[src/rtl/fifo_sched_pkg.sv]
// fifo_sched_pkg: shared state type and arithmetic helpers for the FIFO burst scheduler.
package fifo_sched_pkg;

    typedef enum logic [1:0] {
        S_IDLE,
        S_WAIT,
        S_BURST,
        S_ERR
    } state_t;

    // A zero burst length still moves one word.
    function automatic logic [31:0] eff_len(input logic [31:0] len);
        return (len == 32'd0) ? 32'd1 : len;
    endfunction

    function automatic logic [31:0] sat_inc(input logic [31:0] v, input logic [31:0] max);
        return (v >= max) ? max : v + 32'd1;
    endfunction

endpackage

[src/rtl/fifo_sched_timer.sv]
// fifo_sched_timer: saturating up-counter with synchronous clear and active-low reset.
module fifo_sched_timer
    import fifo_sched_pkg::*;
#(
    parameter int W = 8
) (
    input  logic         clk,
    input  logic         rst_n,
    input  logic         i_clr,
    input  logic         i_inc,
    output logic [W-1:0] o_cnt
);

    localparam logic [W-1:0] MAX = '1;

    logic [W-1:0] r_cnt;

    always_ff @(posedge clk) begin
        if (!rst_n || i_clr)
            r_cnt <= '0;
        else if (i_inc)
            r_cnt <= W'(sat_inc(32'(r_cnt), 32'(MAX)));
    end

    assign o_cnt = r_cnt;

endmodule

[src/rtl/fifo_burst_sched.sv]
// fifo_burst_sched: pops bursts from a FIFO onto a valid/ready stream, with a timeout
// that flushes partial bursts and an error state that halts popping until cleared.
module fifo_burst_sched
    import fifo_sched_pkg::*;
#(
    parameter int WIDTH     = 8,
    parameter int CNT_WIDTH = 4,
    parameter int TMO_WIDTH = 8
) (
    input  logic                 clk,
    input  logic                 rst_n,
    input  logic                 enable,
    input  logic [CNT_WIDTH-1:0] burst_len,
    input  logic [TMO_WIDTH-1:0] timeout,
    input  logic                 err_clr,
    input  logic [CNT_WIDTH-1:0] fifo_word_cnt,
    input  logic                 fifo_empty,
    input  logic                 fifo_error,
    input  logic [WIDTH-1:0]     fifo_data_out,
    output logic                 fifo_pop_n,
    output logic                 out_valid,
    input  logic                 out_ready,
    output logic [WIDTH-1:0]     out_data,
    output logic                 out_last,
    output logic                 busy,
    output logic                 burst_done,
    output logic                 error
);

    state_t               r_state;
    logic [CNT_WIDTH-1:0] r_beats;
    logic                 r_done;
    logic [TMO_WIDTH-1:0] w_timer;
    logic [CNT_WIDTH-1:0] w_eff;
    logic [CNT_WIDTH-1:0] w_part;
    logic                 w_in_wait;
    logic                 w_xfer;
    logic                 w_final;
    logic                 w_full_go;
    logic                 w_part_go;

    assign w_eff     = CNT_WIDTH'(eff_len(32'(burst_len)));
    assign w_part    = CNT_WIDTH'(eff_len(32'(fifo_word_cnt)));
    assign w_in_wait = (r_state == S_WAIT);

    // Timer only runs while waiting on a non-empty FIFO; any other state holds it at zero.
    fifo_sched_timer #(.W(TMO_WIDTH)) u_timer (
        .clk   (clk),
        .rst_n (rst_n),
        .i_clr (!w_in_wait || fifo_empty),
        .i_inc (!fifo_empty),
        .o_cnt (w_timer)
    );

    // Gating with rst_n keeps the stream quiet and blocks a pop on the reset edge itself.
    assign out_valid  = rst_n && (r_state == S_BURST) && !fifo_empty;
    assign w_xfer     = out_valid && out_ready;
    assign w_final    = w_xfer && (r_beats == CNT_WIDTH'(1));
    assign fifo_pop_n = !w_xfer;
    assign out_data   = fifo_data_out;
    assign out_last   = out_valid && (r_beats == CNT_WIDTH'(1));
    assign busy       = rst_n && (r_state == S_BURST);
    assign error      = rst_n && (r_state == S_ERR);
    assign burst_done = r_done;

    assign w_full_go = (fifo_word_cnt >= w_eff);
    assign w_part_go = (timeout != '0) && !fifo_empty && (w_timer >= timeout);

    always_ff @(posedge clk) begin
        if (!rst_n) begin
            r_state <= S_IDLE;
            r_beats <= '0;
            r_done  <= 1'b0;
        end else begin
            r_done <= w_final;
            if (w_xfer && (r_beats != '0))
                r_beats <= r_beats - CNT_WIDTH'(1);
            if (fifo_error)
                r_state <= S_ERR;
            else begin
                case (r_state)
                    S_IDLE:  if (enable) r_state <= S_WAIT;
                    S_WAIT: begin
                        if (!enable)
                            r_state <= S_IDLE;
                        else if (w_full_go) begin
                            r_state <= S_BURST;
                            r_beats <= w_eff;
                        end else if (w_part_go) begin
                            r_state <= S_BURST;
                            r_beats <= w_part;
                        end
                    end
                    S_BURST: if (w_final) r_state <= enable ? S_WAIT : S_IDLE;
                    S_ERR:   if (err_clr) r_state <= S_IDLE;
                    default: r_state <= S_IDLE;
                endcase
            end
        end
    end

endmodule

[config.mk]
export PLATFORM = sky130hd
export DESIGN_NAME = fifo_burst_sched
export DESIGN_NICKNAME = d
export VERILOG_FILES = /design/src/rtl/fifo_sched_pkg.sv /design/src/rtl/fifo_sched_timer.sv /design/src/rtl/fifo_burst_sched.sv
export SDC_FILE = /design/constraint.sdc
export NUM_CORES = 1
export LEC_CHECK = 0
export ABC_AREA = 1
export BUFFER_PORTS_ARGS = -buffer_cell sky130_fd_sc_hd__buf_4
export CAP_MARGIN = 15
export CORE_UTILIZATION = 54
export DETAILED_ROUTE_END_ITERATION = 10
export HOLD_SLACK_MARGIN = 0.1
export PLACE_DENSITY = 0.85
export SLEW_MARGIN = 10
export SYNTH_ARGS = -nofsm -noshare
export SYNTH_HDL_FRONTEND = slang
export SYNTH_SLANG_ARGS = --single-unit
[constraint.sdc]
create_clock -name clk -period 2.8 [get_ports clk]
set_input_delay 0.28 -clock clk [delete_from_list [all_inputs] [get_ports clk]]
set_output_delay 0.28 -clock clk [all_outputs]
set_load 0.01 [all_outputs]
After elaboration in Yosys (flattened, before gate mapping)
Cells that the tools add are included.
Word-level totals
  memories: 0
  output and inout bits: 14
  register bits: 15
  bits in latches: 0
  bits of input ports: 31
  bits in read-only memories: 0
  memory bits (writable): 0
Operators by class
  add/subtract/negate cells: 2
  eq/ne operators: 8
  shift operators: 0
  reductions and logical operators: 21
  bitwise gates (word level): 0
  div/mod/pow operators: 0
  multiplexer cells: 18
  $lt $le $gt $ge: 3
  multipliers: 0
Operators by type and width (count)
  $mux W4: 8
  $mux W2: 7
  $logic_and A1 B1 Y1: 9
  $ne A3 B3 Y1 const B: 3
  $add A8 B1 Y8 const B: 1
  $ge A8 B8 Y1: 1
  $ge A8 B8 Y1 const B: 1
  $logic_not A4 Y1: 2
  $mux W8: 1
  $pmux W2 S4: 1
  $reduce_bool A8 Y1: 1
  $ne A5 B3 Y1 const B: 1
  $eq A2 B2 Y1 const B: 2
  $eq A4 B1 Y1 const B: 1
  $ge A4 B4 Y1: 1
  $logic_not A1 Y1: 4
  $reduce_and A4 Y1: 1
  $reduce_bool A4 Y1: 1
  $sub A4 B1 Y4 const B: 1
  $eq A2 B1 Y1 const B: 1
  $logic_not A2 Y1: 1
  $logic_or A1 B1 Y1: 2
  $mux W1: 1

Depth between registers and ports, before layout
Gate-level depths: netlist of run 1.
  depth in word-level cells: 11
  mapped depth: 14

Hierarchy
A second synthesis of run 1 with hierarchy kept.
Second synthesis, totals
  cell total of the unflattened synthesis: 246
  area total of the unflattened synthesis: 1529.0 sq um
Modules (own cells, without submodules)
  fifo_burst_sched: times used 1, area an instance 1052.3 sq um, seq. area each 140.1 sq um, cells an instance 175
  fifo_sched_timer: times used 1, area an instance 476.7 sq um, seq. area each 160.2 sq um, cells an instance 71

Worst setup path after synthesis of run 1
Ideal clock, no wire load.
  kind: input port to flip-flop
  from: input burst_len[3]
  to: register r_beats[1]
  arrival: 1472 ps
  stages: 11
  buffers on the path: 0
  path slack: 1212 ps
  data required time: 2684 ps
  path through: inv_1 > a31o_2 > ha_1 > o21bai_1 > nand2_1 > nand3_2 > inv_1 > nand2_1 > nand2_1 > o21ai_0 > nor2_1
On the way
  word-level cells in the longest chain between the ends: 7
RTL lines
  start: declaration: RTL line fifo_burst_sched.sv:13  | input logic [CNT_WIDTH-1:0] burst_len,
  $logic_not A4 Y1: RTL line fifo_sched_pkg.sv:13  | return (len == 32'd0) ? 32'd1 : len;
  $mux W4 *: RTL line fifo_sched_pkg.sv:13
  $ge A4 B4 Y1: RTL line fifo_burst_sched.sv:66  | assign w_full_go = (fifo_word_cnt >= w_eff);
  $mux W4 *: RTL line fifo_burst_sched.sv:86  | else if (w_full_go) begin
  $mux W4 *: RTL line fifo_burst_sched.sv:84  | if (!enable)
  $mux W4 *: RTL line fifo_burst_sched.sv:81  | case (r_state)
  $mux W4 *: RTL line fifo_burst_sched.sv:78  | if (fifo_error)
  end signal: assignment: RTL line fifo_burst_sched.sv:77  | r_beats <= r_beats - CNT_WIDTH'(1);
  end signal: assignment: RTL line fifo_burst_sched.sv:88  | r_beats <= w_eff;
  end signal: assignment: RTL line fifo_burst_sched.sv:91  | r_beats <= w_part;
  end: declaration: RTL line fifo_burst_sched.sv:31  | logic [CNT_WIDTH-1:0] r_beats;
Every way passes the cells marked *; elsewhere a longest branch is shown, timed or not.
A chain may end at the register's enable or synchronous reset.

Final worst setup path of run 1
  from: register r_beats[1]
  to: output out_last
On the way
  word-level cells in the longest chain between the ends: 2
RTL lines
  $eq A4 B1 Y1: RTL line fifo_burst_sched.sv:61  | assign out_last = out_valid && (r_beats == CNT_WIDTH'(1));
  $logic_and A1 B1 Y1: RTL line fifo_burst_sched.sv:61
  end: declaration: RTL line fifo_burst_sched.sv:24  | output logic out_last,
Every way passes these cells.

==> results of run 1 <==
## tightest hold or removal path, stage by stage
cell and delay (ns):
buf_4 0.13, nand2_1 0.06, nor2_1 0.04
## layout by cell type (no fill, tap or decap), drive strengths merged, types with 2 or more instances in the layout
cell type / count
xnor2: 2
xor2: 6
nand2: 41
o21ai: 10
nor2: 18
a31oi: 2
nand3: 15
ha: 15
clkbuf: 3
nand4: 2
buf: 28
a21oi: 15
clkinv: 2
dfxtp: 15
inv: 40
nor3: 4
## stage by stage
stage	util	hold WS (ns)	total power, mW	cells
after global placement	0.6705	0.4608	0.3628	251
after global routing	0.6825	0.2672	0.5153	255
final	0.6825	0.2627	0.4828	255
after floorplan	-	0.4005	0.3261	203
after CTS	0.6825	0.2531	0.4884	255
after detailed placement	0.6705	0.4639	0.3661	251
## worst max path at each step
stage | start | end | slack (ns) | cells after the start
3_3_place_gp | burst_len[3] | r_beats[1] | 1.06 | 12
2_1_floorplan | burst_len[3] | r_beats[1] | 1.21 | 11
5_1_grt | u_timer.o_cnt[0] | r_beats[1] | 0.90 | 13
6_report | r_beats[1] | out_last | 1.03 | 5
3_5_place_dp | burst_len[3] | r_beats[1] | 1.0 | 11
4_1_cts | r_beats[1] | out_last | 1.01 | 5
## power by group
group / leakage [nW] / switching [mW] / internal [mW]
logic: 0.638 / 0.0761 / 0.0591
registers: 0.122 / 0.00592 / 0.220
clock network: 0.0177 / 0.0685 / 0.0531
total: 0.777 / 0.151 / 0.332
## per-layer routing
metal | part of all wire | up-vias | global-route usage
li1 | - | 691 | -
met1 | 0.45 | 561 | 0.2390
met2 | 0.51 | 23 | 0.4316
met3 | 0.033 | 2 | 0.04678
met4 | 0.0059 | 0 | 0.06757
met5 | 0 | - | 0
## kinds of logic (layout without fill, tap and decap cells)
group | count (synthesis) | count (layout) | share of synthesized area
buffers and inverters | 49 | 73 | 0.1579
and+or+nand+nor | 85 | 85 | 0.3001
AOI/OAI and AO/OA | 31 | 31 | 0.1302
DFF | 15 | 15 | 0.2216
xor gates and xnor gates | 8 | 8 | 0.05171
adders and majority gates | 15 | 15 | 0.1385
## state kept, by name (all words and copies together) (netlist names)
name	count
burst_done	1
r_beats	4
r_state	2
u_timer.o_cnt	8
## layout make-up
type                            instances  area share
Clock buffer                            3     0.01437
Timing Repair Buffer                   28      0.1341
Clock inverter                          1    0.003192
Tap cell                               28     0.02235
Multi-Input combinational cell        139      0.5363
Inverter                               41     0.09816
Sequential cell                        15      0.1915
==> results by group, run 1 <==
Detailed routing
  • WL/cell: 10.58 um
  • Antenna Nets Post-Route: 0
  • DR vias/cell: 5.008
  • DRT Pass-1 Iters: 4
  • DR vias: 1277
  • Iter 0 DRT Violations: 16
  • # DRC: 0
  • Final WL: 2697 um

Yosys
  • Mapped Nets: 249
  • Post-synth EDFFs: 0
  • Area leader, netlist: dfxtp_1
  • Synth Flop Type: dfxtp_1
  • Top cell type's share of synthesized area: 0.2216
  • Cell with the most instances after synthesis: nand2_1
  • Avg Inst Size Synth: 6.675 um^2
  • Sequential fraction of the synthesis area: 0.2216
  • Synth top cells by count: nand2_1 (39), inv_1 (37), dfxtp_1 (15), ha_1 (15), nor2_1 (15)
  • Yosys warnings: 0
  • Dominant cells by area after synthesis: dfxtp_1 (22%), ha_1 (14%), nand2_1 (11%)
  • Synth unique cells: 32
  • Synth Instances: 203
  • Post-synthesis cell area: 1355 um^2
  • Register bit total from synthesis: 15
  • Async S/R FF share, synth: 0

Place
  • Placer Congestion: 0.7916
  • Dpl cell area: 1540 um^2
  • DP HPWL: 2296 um
  • Setup WS pre-CTS: 0.9952 ns
  • # port buffers: 28

Global routing
  • First-pass GRT wire length: 4505 um
  • Largest net degree at the start of global routing: 10
  • GRT Total Usage: 0.2246
  • Vias in the first global route: 1191
  • Grt total ovfl: 0
  • Initial antenna violation count: 0

Floorplan
  • Die Wd: 52.10 um
  • Core area: 2297 um^2
  • Die area: 2714 um^2
  • IO Pins: 45
  • Die height: 52.10 um
  • Core Rows: 17
  • Initial Utilization: 0.5899

Timing
  • Final setup violation count: 0
  • Final min period: 1.766 ns
  • Fmax: 0.5664 GHz
  • Final hold vios: 0
  • Max-slew headroom: 0.7908
  • RSZ-0062 raised after global routing: no
  • Tcrit/Tclk final: 0.6306
  • Total negative slack: 0 ns
  • Worst-margin pin slew: 0.3109 ns
  • Final Max Tran Viols: 0
  • Clock Skew: 0.002954 ns
  • Final worst slack: 1.034 ns

Worst hold path
  • Worst min path class: in2reg
  • Hold Path Origin: rst_n
  • Hold path cells: 3
  • Min-Delay Endpoint: r_beats[2]

Critical path
  • Slowest cell on crit path: dfxtp_1
  • R2r startpoint: u_timer.o_cnt[0]
  • R2r worst-path depth: 13
  • Worst Path Max Fanout: 3
  • Reg2reg setup slack: 1.08 ns
  • Top delay family on crit path: simple AND/OR/NAND/NOR gates
  • CP peak stage delay: 0.33 ns
  • Worst path cell trace: inv_1 -> ha_1 -> nor3b_1 -> and3_2 -> buf_4
  • RR Endpoint: r_beats[1]
  • WP data required: 2.52 ns
  • Worst setup SP type: register
  • Critical path capture point type: primary output
  • Critical Path AT: 1.49 ns
  • Buf/Inv on CP: 2
  • Crit Path Class: reg2out

Layout
  • Layout cell share with drive strength beyond 1: 0.2159
  • Fillers: 219
  • Final #Nets: 274
  • Finished layout cell area: 1568 um^2
  • # diodes: 0
  • Multi-input logic area: 840.8 um^2
  • Register area: 300.3 um^2
  • Area growth, synth to finish: 15.70%

Clock network
  • CTS tree: yes
  • Cts repair resizes: 0
  • TritonCTS Buffers: 3
  • Worst-path clk slew: 0.09 ns
  • Clk Latency, worst-skew pair: 0.28 ns
  • H-tree depth: 1
  • Clk sink count: 15
  • Hold-fix buffers, CTS: 0
  • Post-CTS Setup Bufs: 0
  • CTS Root Cell: clkbuf_4
  • Clock buffer depth: 2

Power
  • P_leak: 0.7770 nW
  • Power density over the cells: 308.0 nW/um^2
  • Worst vdd ir: 0.2382 mV

Status
  • Status: completed

Flow run
  • # Max-Cap Violations: 0
Power figures use the tool's default switching activity.
==> inputs of run 2 (changes only) <==
CORE_UTILIZATION = 45   (was 54)
PLACE_DENSITY = 0.75   (was 0.85)
clock period = 1.5 ns   (was 2.8 ns; I/O delays follow)
==> run 2 against run 1 <==
  * Wire length grew 22%
  * First-iteration DRC count increased by 100%
  * Hold slack got worse by 0.14 ns
  * Sequential cell count stayed put
  * Largest power group unchanged
  * The flow now finishes with violations (design-rule violations, negative setup slack)
==> results by group, run 2 (synthesis gave the netlist of run 1 again) <==
Status
  • Status: complete, but fails checks
  • Failing checks: design-rule violations, negative setup slack

Detailed routing
  • DR vias/cell: 4.993
  • WL/cell: 11.91 um
  • DRT Pass-1 Iters: 9
  • Iter 0 DRT Violations: 32
  • Antenna Nets Post-Route: 0
  • DR vias: 1383
  • # DRC: 6
  • Final WL: 3298 um

Timing
  • Total negative slack: -0.04120 ns
  • Final hold vios: 0
  • Final min period: 1.535 ns
  • Worst-margin pin slew: 0.2531 ns
  • Max-slew headroom: 0.8300
  • Final setup violation count: 2
  • Fmax: 0.6513 GHz
  • RSZ-0062 raised after global routing: yes
  • Worst hold slack: 0.1220 ns
  • Final Max Tran Viols: 0
  • Clock Skew: 0.001209 ns
  • Final worst slack: -0.03530 ns
  • Tcrit/Tclk final: 1.024

Floorplan
  • Core area: 2805 um^2
  • Core Rows: 19
  • Die area: 3235 um^2
  • Die height: 56.88 um
  • Die Wd: 56.88 um
  • IO Pins: 45
  • Initial Utilization: 0.4831

Layout
  • Layout cell share with drive strength beyond 1: 0.3821
  • Commonest non-fill, non-tap cell in the layout: buf_4
  • Max reg flops: 8
  • Final #Nets: 293
  • Commonest non-fill, non-tap cells in the layout: buf_4 (46), inv_1 (34), nand2_1 (33), nor2_1 (14), a21oi_1 (13)
  • Area growth, synth to finish: 37.58%
  • # diodes: 0
  • Utilization after layout: 0.6646

Power
  • Power Total: 0.9499 mW
  • Power density over the cells: 509.5 nW/um^2
  • Worst vdd ir: 0.2320 mV
  • P_leak: 0.9123 nW

Global routing
  • Grt total ovfl: 0
  • GRT Total Usage: 0.1993
  • Vias in the first global route: 1314
  • First-pass GRT wire length: 5016 um
  • Largest net degree at the start of global routing: 10
  • Initial antenna violation count: 0

Clock network
  • Clk sink count: 15
  • Clk Latency, worst-skew pair: 0.28 ns
  • CTS tree: yes
  • Clock buffer depth: 2
  • TritonCTS Buffers: 3
  • CTS Root Cell: clkbuf_4
  • Worst-path clk slew: 0.10 ns
  • H-tree depth: 1

Critical path
  • Slowest cell on crit path: dfxtp_2
  • Top delay family on crit path: simple AND/OR/NAND/NOR gates
  • Critical Path AT: 1.72 ns
  • Reg2reg setup slack: -0.04 ns
  • Worst setup SP type: register
  • Worst Path Max Fanout: 2
  • Buf/Inv on CP: 3
  • Critical path capture point type: register
  • CP peak stage delay: 0.34 ns
  • Worst path cell trace: inv_2 -> buf_4 -> nor3_4 -> nand2_1 -> nor2_2 -> nand3_2 -> xor2_1 -> o21ai_1 -> inv_1
  • WP data required: 1.68 ns
  • Crit Path Class: reg2reg

Place
  • # port buffers: 28
  • DP HPWL: 2396 um
  • Setup WS pre-CTS: -0.1485 ns
  • Placer Congestion: 0.8954

Flow run
  • # Max-Cap Violations: 0

Worst hold path
  • Worst min path class: in2reg
==> run 2: power by group <==
part	internal, mW	total, mW	switching [mW]
logic	0.131	0.287	0.157
registers	0.411	0.424	0.0125
clock network	0.0989	0.239	0.140
==> run 2: path summary, 6_finish.rpt <==
kind	startpoint	to	cells past startpoint
worst max-delay path	u_timer.o_cnt[0]	u_timer.o_cnt[7]	9
worst min register to register	r_state[0]	r_state[0]	2
worst min-delay path	out_ready	burst_done	3
worst max register to register	u_timer.o_cnt[0]	u_timer.o_cnt[7]	9
==> run 2: per-stage QoR <==
stage          area, um^2  cells
6_report             1864    277
5_1_grt              1864    277
4_1_cts              1752    276
3_5_place_dp         1642    267
3_3_place_gp         1642    267
2_1_floorplan        1355    203
==> run 2: tightest hold or removal path: stages <==
cell and delay (ns):
buf_4 0.11, nand3_2 0.08, inv_1 0.05
==> run 2: area by class of cell <==
cell class | instances | area, um^2
Inverter | 41 | 153.9
Sequential cell | 15 | 307.8
Tap cell | 31 | 38.79
Clock buffer | 3 | 22.52
Fill cell | 260 | 940.9
Timing Repair Buffer | 47 | 356.6
Clock inverter | 1 | 5.005
Multi-Input combinational cell | 139 | 979.7
==> run 2: per-layer routing <==
| metal | up-vias | GRT usage | routed length, um |
|---|---|---|---|
| met5 | - | 0 | 0 |
| met2 | 35 | 0.3878 | 1760 |
| met3 | 8 | 0.03226 | 133 |
| li1 | 727 | - | - |
| met1 | 613 | 0.1994 | 1302 |
| met4 | 0 | 0.1045 | 102 |
==> run 2: timing repair <==
action / in CTS / in global routing
hold buffers: 0 / 0
setup buffers: 6 / 1
resized for setup: 13 / 22
setup endpoints to repair: 14 / 13
pin swaps: 5 / 7
